## src/rtl/instr_encoder.sv

```systemverilog
// RV32I instruction encoder feeding a small FIFO that streams encoded
// words into instruction memory at consecutive word addresses.
module instr_encoder #(
  parameter int unsigned       DEPTH     = 4,
  parameter int unsigned       ADDR_W    = 32,
  parameter logic [ADDR_W-1:0] BASE_ADDR = '0
) (
  input  logic                      clk,
  input  logic                      rst,
  input  logic                      flush,
  input  logic                      in_valid,
  output logic                      in_ready,
  input  logic [6:0]                in_opcode,
  input  logic [4:0]                in_rd,
  input  logic [4:0]                in_rs1,
  input  logic [4:0]                in_rs2,
  input  logic [2:0]                in_funct3,
  input  logic [6:0]                in_funct7,
  input  logic [31:0]               in_imm,
  output logic                      mem_we,
  output logic [ADDR_W-1:0]         mem_addr,
  output logic [31:0]               mem_wdata,
  input  logic                      mem_ready,
  output logic [$clog2(DEPTH):0]    fifo_count,
  output logic [15:0]               word_cnt,
  output logic [7:0]                err_cnt,
  output logic [1:0]                err_code
);

  localparam int unsigned PW = $clog2(DEPTH);
  localparam int unsigned CW = PW + 1;

  typedef enum logic [2:0] {
    FMT_R, FMT_I, FMT_S, FMT_B, FMT_U, FMT_J, FMT_NONE
  } fmt_e;

  fmt_e               fmt;
  logic [31:0]        enc;
  logic [1:0]         enc_err;
  logic signed [31:0] simm;

  logic [31:0]        fifo_q [DEPTH];
  logic [31:0]        fifo_d [DEPTH];
  logic [PW-1:0]      wr_ptr_q, wr_ptr_d;
  logic [PW-1:0]      rd_ptr_q, rd_ptr_d;
  logic [CW-1:0]      count_q, count_d;
  logic [ADDR_W-1:0]  mem_addr_q, mem_addr_d;
  logic [15:0]        word_cnt_q, word_cnt_d;
  logic [7:0]         err_cnt_q, err_cnt_d;
  logic [1:0]         err_code_q, err_code_d;

  logic full, empty, accept, push, pop;

  assign simm = in_imm;

  // Classify the opcode, check the immediate and pack the instruction word
  always_comb begin
    fmt     = FMT_NONE;
    enc     = '0;
    enc_err = 2'd0;
    unique case (in_opcode)
      7'b0110011:                         fmt = FMT_R;
      7'b0010011, 7'b0000011, 7'b1100111: fmt = FMT_I;
      7'b0100011:                         fmt = FMT_S;
      7'b1100011:                         fmt = FMT_B;
      7'b0110111, 7'b0010111:             fmt = FMT_U;
      7'b1101111:                         fmt = FMT_J;
      default:                            fmt = FMT_NONE;
    endcase
    case (fmt)
      FMT_R: enc = {in_funct7, in_rs2, in_rs1, in_funct3, in_rd, in_opcode};
      FMT_I: begin
        enc = {in_imm[11:0], in_rs1, in_funct3, in_rd, in_opcode};
        if (simm < -32'sd2048 || simm > 32'sd2047) enc_err = 2'd2;
      end
      FMT_S: begin
        enc = {in_imm[11:5], in_rs2, in_rs1, in_funct3, in_imm[4:0], in_opcode};
        if (simm < -32'sd2048 || simm > 32'sd2047) enc_err = 2'd2;
      end
      FMT_B: begin
        enc = {in_imm[12], in_imm[10:5], in_rs2, in_rs1, in_funct3,
               in_imm[4:1], in_imm[11], in_opcode};
        if (in_imm[0]) enc_err = 2'd3;
        else if (simm < -32'sd4096 || simm > 32'sd4094) enc_err = 2'd2;
      end
      FMT_U: begin
        enc = {in_imm[31:12], in_rd, in_opcode};
        if (in_imm[11:0] != '0) enc_err = 2'd2;
      end
      FMT_J: begin
        enc = {in_imm[20], in_imm[10:1], in_imm[11], in_imm[19:12], in_rd, in_opcode};
        if (in_imm[0]) enc_err = 2'd3;
        else if (simm < -32'sd1048576 || simm > 32'sd1048574) enc_err = 2'd2;
      end
      default: enc_err = 2'd1;
    endcase
  end

  assign full     = (count_q == CW'(DEPTH));
  assign empty    = (count_q == '0);
  assign in_ready = !full && !flush;
  assign accept   = in_valid && in_ready;
  assign push     = accept && (enc_err == 2'd0);
  assign pop      = !empty && mem_ready && !flush;

  // FIFO, address/word counters and error bookkeeping next state
  always_comb begin
    fifo_d     = fifo_q;
    wr_ptr_d   = wr_ptr_q;
    rd_ptr_d   = rd_ptr_q;
    count_d    = count_q;
    mem_addr_d = mem_addr_q;
    word_cnt_d = word_cnt_q;
    err_cnt_d  = err_cnt_q;
    err_code_d = err_code_q;
    if (flush) begin
      wr_ptr_d   = '0;
      rd_ptr_d   = '0;
      count_d    = '0;
      mem_addr_d = BASE_ADDR;
      word_cnt_d = '0;
    end else begin
      if (push) begin
        fifo_d[wr_ptr_q] = enc;
        wr_ptr_d         = wr_ptr_q + PW'(1);
      end
      if (pop) begin
        rd_ptr_d   = rd_ptr_q + PW'(1);
        mem_addr_d = mem_addr_q + ADDR_W'(4);
        word_cnt_d = word_cnt_q + 16'd1;
      end
      if (push && !pop)      count_d = count_q + CW'(1);
      else if (pop && !push) count_d = count_q - CW'(1);
    end
    if (accept && enc_err != 2'd0) begin
      if (err_cnt_q != 8'hFF) err_cnt_d = err_cnt_q + 8'd1;
      err_code_d = enc_err;
    end
  end

  // State registers
  always_ff @(posedge clk or posedge rst) begin
    if (rst) begin
      fifo_q     <= '{default: '0};
      wr_ptr_q   <= '0;
      rd_ptr_q   <= '0;
      count_q    <= '0;
      mem_addr_q <= BASE_ADDR;
      word_cnt_q <= '0;
      err_cnt_q  <= '0;
      err_code_q <= '0;
    end else begin
      fifo_q     <= fifo_d;
      wr_ptr_q   <= wr_ptr_d;
      rd_ptr_q   <= rd_ptr_d;
      count_q    <= count_d;
      mem_addr_q <= mem_addr_d;
      word_cnt_q <= word_cnt_d;
      err_cnt_q  <= err_cnt_d;
      err_code_q <= err_code_d;
    end
  end

  assign mem_we     = !empty;
  assign mem_wdata  = empty ? '0 : fifo_q[rd_ptr_q];
  assign mem_addr   = mem_addr_q;
  assign fifo_count = count_q;
  assign word_cnt   = word_cnt_q;
  assign err_cnt    = err_cnt_q;
  assign err_code   = err_code_q;

endmodule

```

## config.mk

```make
export PLATFORM = sky130hd
export DESIGN_NAME = instr_encoder
export DESIGN_NICKNAME = d
export VERILOG_FILES = /design/src/rtl/instr_encoder.sv
export SDC_FILE = /design/constraint.sdc
export NUM_CORES = 1
export LEC_CHECK = 0
export BUFFER_PORTS_ARGS = -buffer_cell sky130_fd_sc_hd__buf_2
export CORE_UTILIZATION = 49
export DETAILED_ROUTE_END_ITERATION = 6
export PLACE_DENSITY = 0.68
export SYNTH_ARGS = -nofsm -noshare
export SYNTH_HDL_FRONTEND = slang
export SYNTH_SLANG_ARGS = --single-unit
```

## constraint.sdc

```tcl
create_clock -name clk -period 6.7 [get_ports clk]
set_clock_uncertainty 0.05 [all_clocks]
set_input_delay 0.67 -clock clk [delete_from_list [all_inputs] [get_ports clk]]
set_output_delay 0.67 -clock clk [all_outputs]
set_load 0.01 [all_outputs]
```

==> metrics.txt, run 1 <==
outcome=finished, final reports clean; pwr/cell area=234.6 nW/um2; register area share after synthesis=47.96%; Max IR drop VDD=0.1727 mV; Post-Synthesis Cells=839; FF-to-FF Start=fifo_count[1]$_DFFE_PP0P_; Worst Path Max Fanout=12; first-pass GRT wire length=38.02 mm; # IOs=164; Clock Tree Buf Depth=2; Max-slew headroom=27.24%; routed via count=7,197; top_reg_cell synth=dfrtp_1; Post-synth EDFFs=0; Multi-input gate area=4923 um2; core area=19,720 um2; vias per std cell=5.676; flop-to-flop setup slack=3530 ps; synthesized area=9966 um2; row count=51; Seq cells post-synth=191; Avg Cell Area, Syn=11.88 um2; H-tree depth=4; PostCTS Resize Cnt=0; CTS root buffer=clkbuf_16; initial antenna violation count=1; NumNets Final=1,068; setup violators final=0; buffers added on ports=161; R2R cell count=11; most common cell in the netlist=dfrtp_1; clock sink count=191; global route overflow=0; post-CTS setup buffers=0; CTS Hold Bufs=0; DRC=0; wire per inst=18.66 um; crit path time final=4464 ps; CTS tree=built; register area=4781 um2; Leak=5.685 nW; RSZ-0062 raised after global routing=false; Int Power=1.867 mW; Tcrit/Tclk final=66.62%; Final Wtd Congestion=0.8868; final std cells w/o fill=1,268; clock power share=36.1%; drt first-iter violations=547; Crit Path Class=in -> reg; Post-synth ARST share=100.0%; setup tns final=0 ps; drt first pass iters=7; WL final=23.67 mm; TritonCTS Buffers=17; Hold Crit Class=in -> async; logic gate share of total power=18.5%; Die Y=144.6 um; Yosys cell types=70; critical path arrival=4780 ps; Final Power=2.715 mW; die area=20,910 um2; Final Max Slew Viols=0; Worst Tran Pin Value=1091 ps; Max Clk Rate=0.2240 GHz; sw power=0.8485 mW; dpl hpwl=16.35 mm; layout cell share with drive strength beyond 1=27.15%; endpoint class of the critical path=flop; total track usage=24.18%; Max-cap violations=0; top cells by area, synth=dfrtp_1 48%, mux2_1 13%, mux4_2 7.2%; effective utilization at floorplan=50.54%; commonest cells in the netlist=191 x dfrtp_1, 114 x mux2_1, 82 x nor2_1, 37 x nand2_1, 35 x nor2b_1; Routed Antenna Nets=0; die span in x=144.6 um; Inst Count DP=1,235; Flop pwr share=45.4%; CP required=7020 ps; Area Overhead vs Synth=16.16%; Final Hold Vio Count=0; Critical Path Start Type=primary input; Yosys top cell by area=dfrtp_1; post-synth top area share=47.96%; Skew-Pair Late Insertion Delay=430 ps; pin count of the biggest net entering global routing=80; vias in the first global route=7,018; Reg-to-Reg End=fifo_count[2]$_DFFE_PP0P_; fill cell instance count of the final layout=1,649; synthesis warning total=0; Clock Pin Slew Worst Setup and Hold Paths=70 ps; sw frac=31.25%
[stage by stage]
| stage | area (um2) | worst slack (ps) | utilization (%) | hold WS [ps] |
|---|---|---|---|---|
| 2_1_floorplan | 9970 | 781.2 | - | 394.6 |
| 3_3_place_gp | 11010 | 1891 | 55.82 | 409.2 |
| 3_5_place_dp | 11010 | 1819 | 55.82 | 417.4 |
| 4_1_cts | 11570 | 2261 | 58.70 | 243.5 |
| 5_1_grt | 11570 | 2001 | 58.70 | 274.9 |
| 6_report | 11580 | 2236 | 58.71 | 232.8 |
[cell families after synthesis]
logic type               after synthesis  share of synthesized area [%]
AO/OA/AOI/OAI                         83                          6.215
XOR/XNOR                              42                          3.829
adder cells (fa/ha/maj)               10                          1.331
buffers and inverters                 61                          2.787
flip-flops                           191                          47.96
multiplexers                         168                          22.47
other                                  1                        0.03763
AND/OR/NAND/NOR                      283                          15.37
[power by group through the flow]
stage	clock network, mW	registers (mW)	logic [mW]
floorplan	0	1.26	0.328
global placement	0	1.25	0.507
detailed placement	0	1.26	0.510
CTS	1.00	1.23	0.511
global route	1.05	1.24	0.556
finish	0.980	1.23	0.502
[sequential cells by signal, indices dropped and copies added, names as in the netlist]
name        count
mem_addr       30
wr_ptr_q        2
err_code        2
word_cnt       16
fifo_count      3
err_cnt         8
fifo_q        128
rd_ptr_q        2
[worst max path at each step]
stage | from | to | slack, ps | cells after the start
2_1_floorplan | rst | err_cnt[0]$_DFFE_PP0P_ | 780 | 1
3_3_place_gp | in_opcode[3] | fifo_count[2]$_DFFE_PP0P_ | 1890 | 15
3_5_place_dp | in_opcode[3] | fifo_count[2]$_DFFE_PP0P_ | 1820 | 15
4_1_cts | in_opcode[3] | fifo_count[2]$_DFFE_PP0P_ | 2260 | 15
5_1_grt | in_opcode[3] | fifo_count[2]$_DFFE_PP0P_ | 2000 | 15
6_report | in_opcode[3] | fifo_count[2]$_DFFE_PP0P_ | 2240 | 15
[per-layer routing]
layer | routed length [um] | vias up | GRT usage (%) | share of wire [%]
li1 | - | 3366 | - | -
met5 | 0 | - | 0 | 0
met1 | 11140 | 3600 | 34.75 | 47
met3 | 1430 | 22 | 5.397 | 6.0
met2 | 10810 | 209 | 36.69 | 46
met4 | 288 | 0 | 6.814 | 1.2
[worst max-delay path, cell delays in order]
cell and delay, ps:
buf_2 170, nand4bb_1 260, nor2_1 370, inv_1 190, ha_1 350, or4_1 560, nor4b_2 370, nor3_4 120
and3_1 310, and2_1 190, fa_1 410, or3b_2 490, a21oi_1 170, a211oi_1 60, nand2_1 80
[cells in the final DEF (no fill, tap or decap), types with 3 or more instances in the layout]
cell / n
clkbuf_16: 17
and3_1: 6
clkinv_2: 3
and4_1: 6
nor2_1: 82
nand3_1: 22
xnor2_1: 15
a22oi_1: 5
or2_1: 3
mux4_2: 32
a21oi_1: 18
nand2_1: 37
nor4_1: 12
inv_6: 9
mux2i_1: 10
a222oi_1: 11
o21ai_0: 21
mux2_1: 114
inv_1: 15
nor3_1: 11
mux2_2: 12
buf_2: 161
nand4_1: 16
ha_1: 9
nand4_2: 4
or3_1: 18
xor2_1: 26
buf_4: 12
nand2b_1: 4
nor2b_1: 35
and2_1: 10
dfrtp_1: 190
[area by class of cell]
class | instances | share of cell area [%]
timing repair buffer | 173 | 7.739
sequential | 191 | 41.30
clock buffer | 17 | 3.675
antenna | 1 | 0.02162
clock inverter | 15 | 1.232
multi-input combinational | 588 | 42.53
tap | 265 | 2.864
inverter | 18 | 0.6377
No activity file was read; power rests on OpenSTA's default activity.
==> inputs of run 2 (changes only) <==
clock period = 4.6 ns   (was 6.7 ns; I/O delays follow)
==> metrics.txt, run 2 (synthesis results as in run 1) <==
outcome=finished, final reports clean; Worst Tran Pin Value=843.8 ps (-247.6 ps); Max Clk Rate=0.2499 GHz; die area=20,910 um2 (unchanged); Hold Crit Class=in -> async; Final Power=3.963 mW (+46%); placed cell areas=11,070 um2 (+0.56%); post-CTS setup buffers=0 (unchanged); Most flops, register=fifo_q; drt first-iter violations=409 (-25%); buffers added on ports=161 (unchanged); Die Y=144.6 um (unchanged); clock sink count=191 (unchanged); PostCTS Resize Cnt=0 (unchanged); wire per inst=18.54 um (-0.69%); Max-slew headroom=43.63% (+16 points); row count=51 (unchanged); Largest register FFs=128 (unchanged); fin area=11,640 um2 (+0.52%); Final Hold Vio Count=0 (unchanged); TritonCTS Buffers=17 (unchanged); first-pass GRT wire length=38.32 mm (+0.78%); total track usage=24.25% (+0.072 points); Leak=5.712 nW (+0.48%); most common cell after layout, fill and taps aside=dfrtp_1; Max-cap violations=0 (unchanged); final worst slack=598.2 ps (-1638 ps); setup violators final=0 (unchanged); endpoint class of the critical path=flop; routed via count=7,177 (-0.28%); fin util=59.01% (+0.30 points); setup tns final=0 ps (unchanged); leading cell types in the layout, fill and taps excluded=190 x dfrtp_1, 161 x buf_2, 114 x mux2_1, 82 x nor2_1, 37 x nand2_1; initial antenna violation count=2 (+1); Max IR drop VDD=0.3000 mV (+74%); vias per std cell=5.633 (-0.75%); core area=19,720 um2 (unchanged); # IOs=164 (unchanged); H-tree depth=4 (unchanged); pwr/cell area=340.5 nW/um2 (+45%); DRC=0 (unchanged); critical path arrival=4310 ps (-470 ps); WL final=23.62 mm (-0.22%); layout cell share with drive strength beyond 1=27.31% (+0.16 points); NumNets Final=1,073 (+0.47%); crit path time final=4002 ps; pin count of the biggest net entering global routing=113 (+41%); CP required=4910 ps (-2110 ps); Tcrit/Tclk final=87.00%; CTS tree=built; CTS Hold Bufs=0 (unchanged); setup slack after placement=192.2 ps (-1626 ps); vias in the first global route=7,027 (+0.13%); CTS root buffer=clkbuf_16; die span in x=144.6 um (unchanged); Clock Pin Slew Worst Setup and Hold Paths=80 ps (about the same); RSZ-0062 raised after global routing=false; Routed Antenna Nets=0 (unchanged); global route overflow=0 (unchanged); Worst Path Max Fanout=12 (unchanged); Final Wtd Congestion=0.8489 (-4.3%); Clock Tree Buf Depth=2 (unchanged); Area Overhead vs Synth=16.76%; Crit Path Class=in -> reg; dpl hpwl=16.25 mm (-0.57%); Critical Path Start Type=primary input; flop-to-flop setup slack=1470 ps (-2060 ps); Final Max Slew Viols=0 (unchanged); drt first pass iters=5 (-2); Skew-Pair Late Insertion Delay=430 ps (about the same); effective utilization at floorplan=50.54% (unchanged)
==> run 2: cell types whose count changed in the layout (fill, tap and decap cells not counted), sizes merged <==
| cell | delta |
|---|---|
| inv | -7 |
| buf | +5 |
| bufinv | +1 |
| clkinvlp | +1 |
| diode | +1 |
| clkbuf | +2 |
| clkinv | +3 |
==> run 2: path summary, 6_finish.rpt <==
kind,startpoint,to,cells past startpoint
setup / recovery,in_opcode[3],fifo_count[2]$_DFFE_PP0P_,15
hold / removal,rst,word_cnt[11]$_DFFE_PP0N_,2
setup reg to reg,fifo_count[1]$_DFFE_PP0P_,fifo_count[2]$_DFFE_PP0P_,11
hold reg to reg,fifo_q[99]$_DFFE_PP0P_,fifo_q[99]$_DFFE_PP0P_,1
max in group asynchronous,rst,fifo_q[30]$_DFFE_PP0P_,3
min in group clk,fifo_q[99]$_DFFE_PP0P_,fifo_q[99]$_DFFE_PP0P_,1
==> run 2: stage by stage <==
step	std cells	hold slack [ps]
floorplan	840	394.6
global placement	1240	410.4
detailed placement	1240	418.8
CTS	1272	165.7
global route	1273	199.2
finish	1274	138.7
==> run 2: metal layers <==
metal	share of wire, %	routed length [um]	vias to the layer above	track usage [%]
met3	6.0	1422	13	6.291
met1	48	11350	3608	35.34
met2	45	10650	188	36.06
met5	0	0	-	0
li1	-	-	3368	-
met4	0.81	191	0	5.651
==> run 2: worst max-delay path: stages <==
cell	delay (ps)
buf_2	210
and4b_1	220
o21a_2	220
clkinv_2	140
ha_1	290
or4_1	530
nor4b_2	370
nor3_4	120
and3_1	320
and2_1	200
fa_1	420
or3b_2	490
a21oi_1	180
a211oi_1	60
nand2_1	80
==> run 2: area by class of cell <==
cell class / instances / area (um2)
multi-input combinational: 588 / 4923
timing repair buffer: 178 / 958.4
clock buffer: 19 / 432.9
sequential: 191 / 4781
tap: 265 / 331.6
inverter: 18 / 72.57
clock inverter: 13 / 131.4
fill: 1670 / 8082
antenna: 2 / 5.005
==> run 2: power breakdown <==
part,leakage [nW],internal (mW),switching [mW]
clock,0.276,0.761,0.671
combinational,2.79,0.270,0.418
sequential,2.64,1.73,0.113
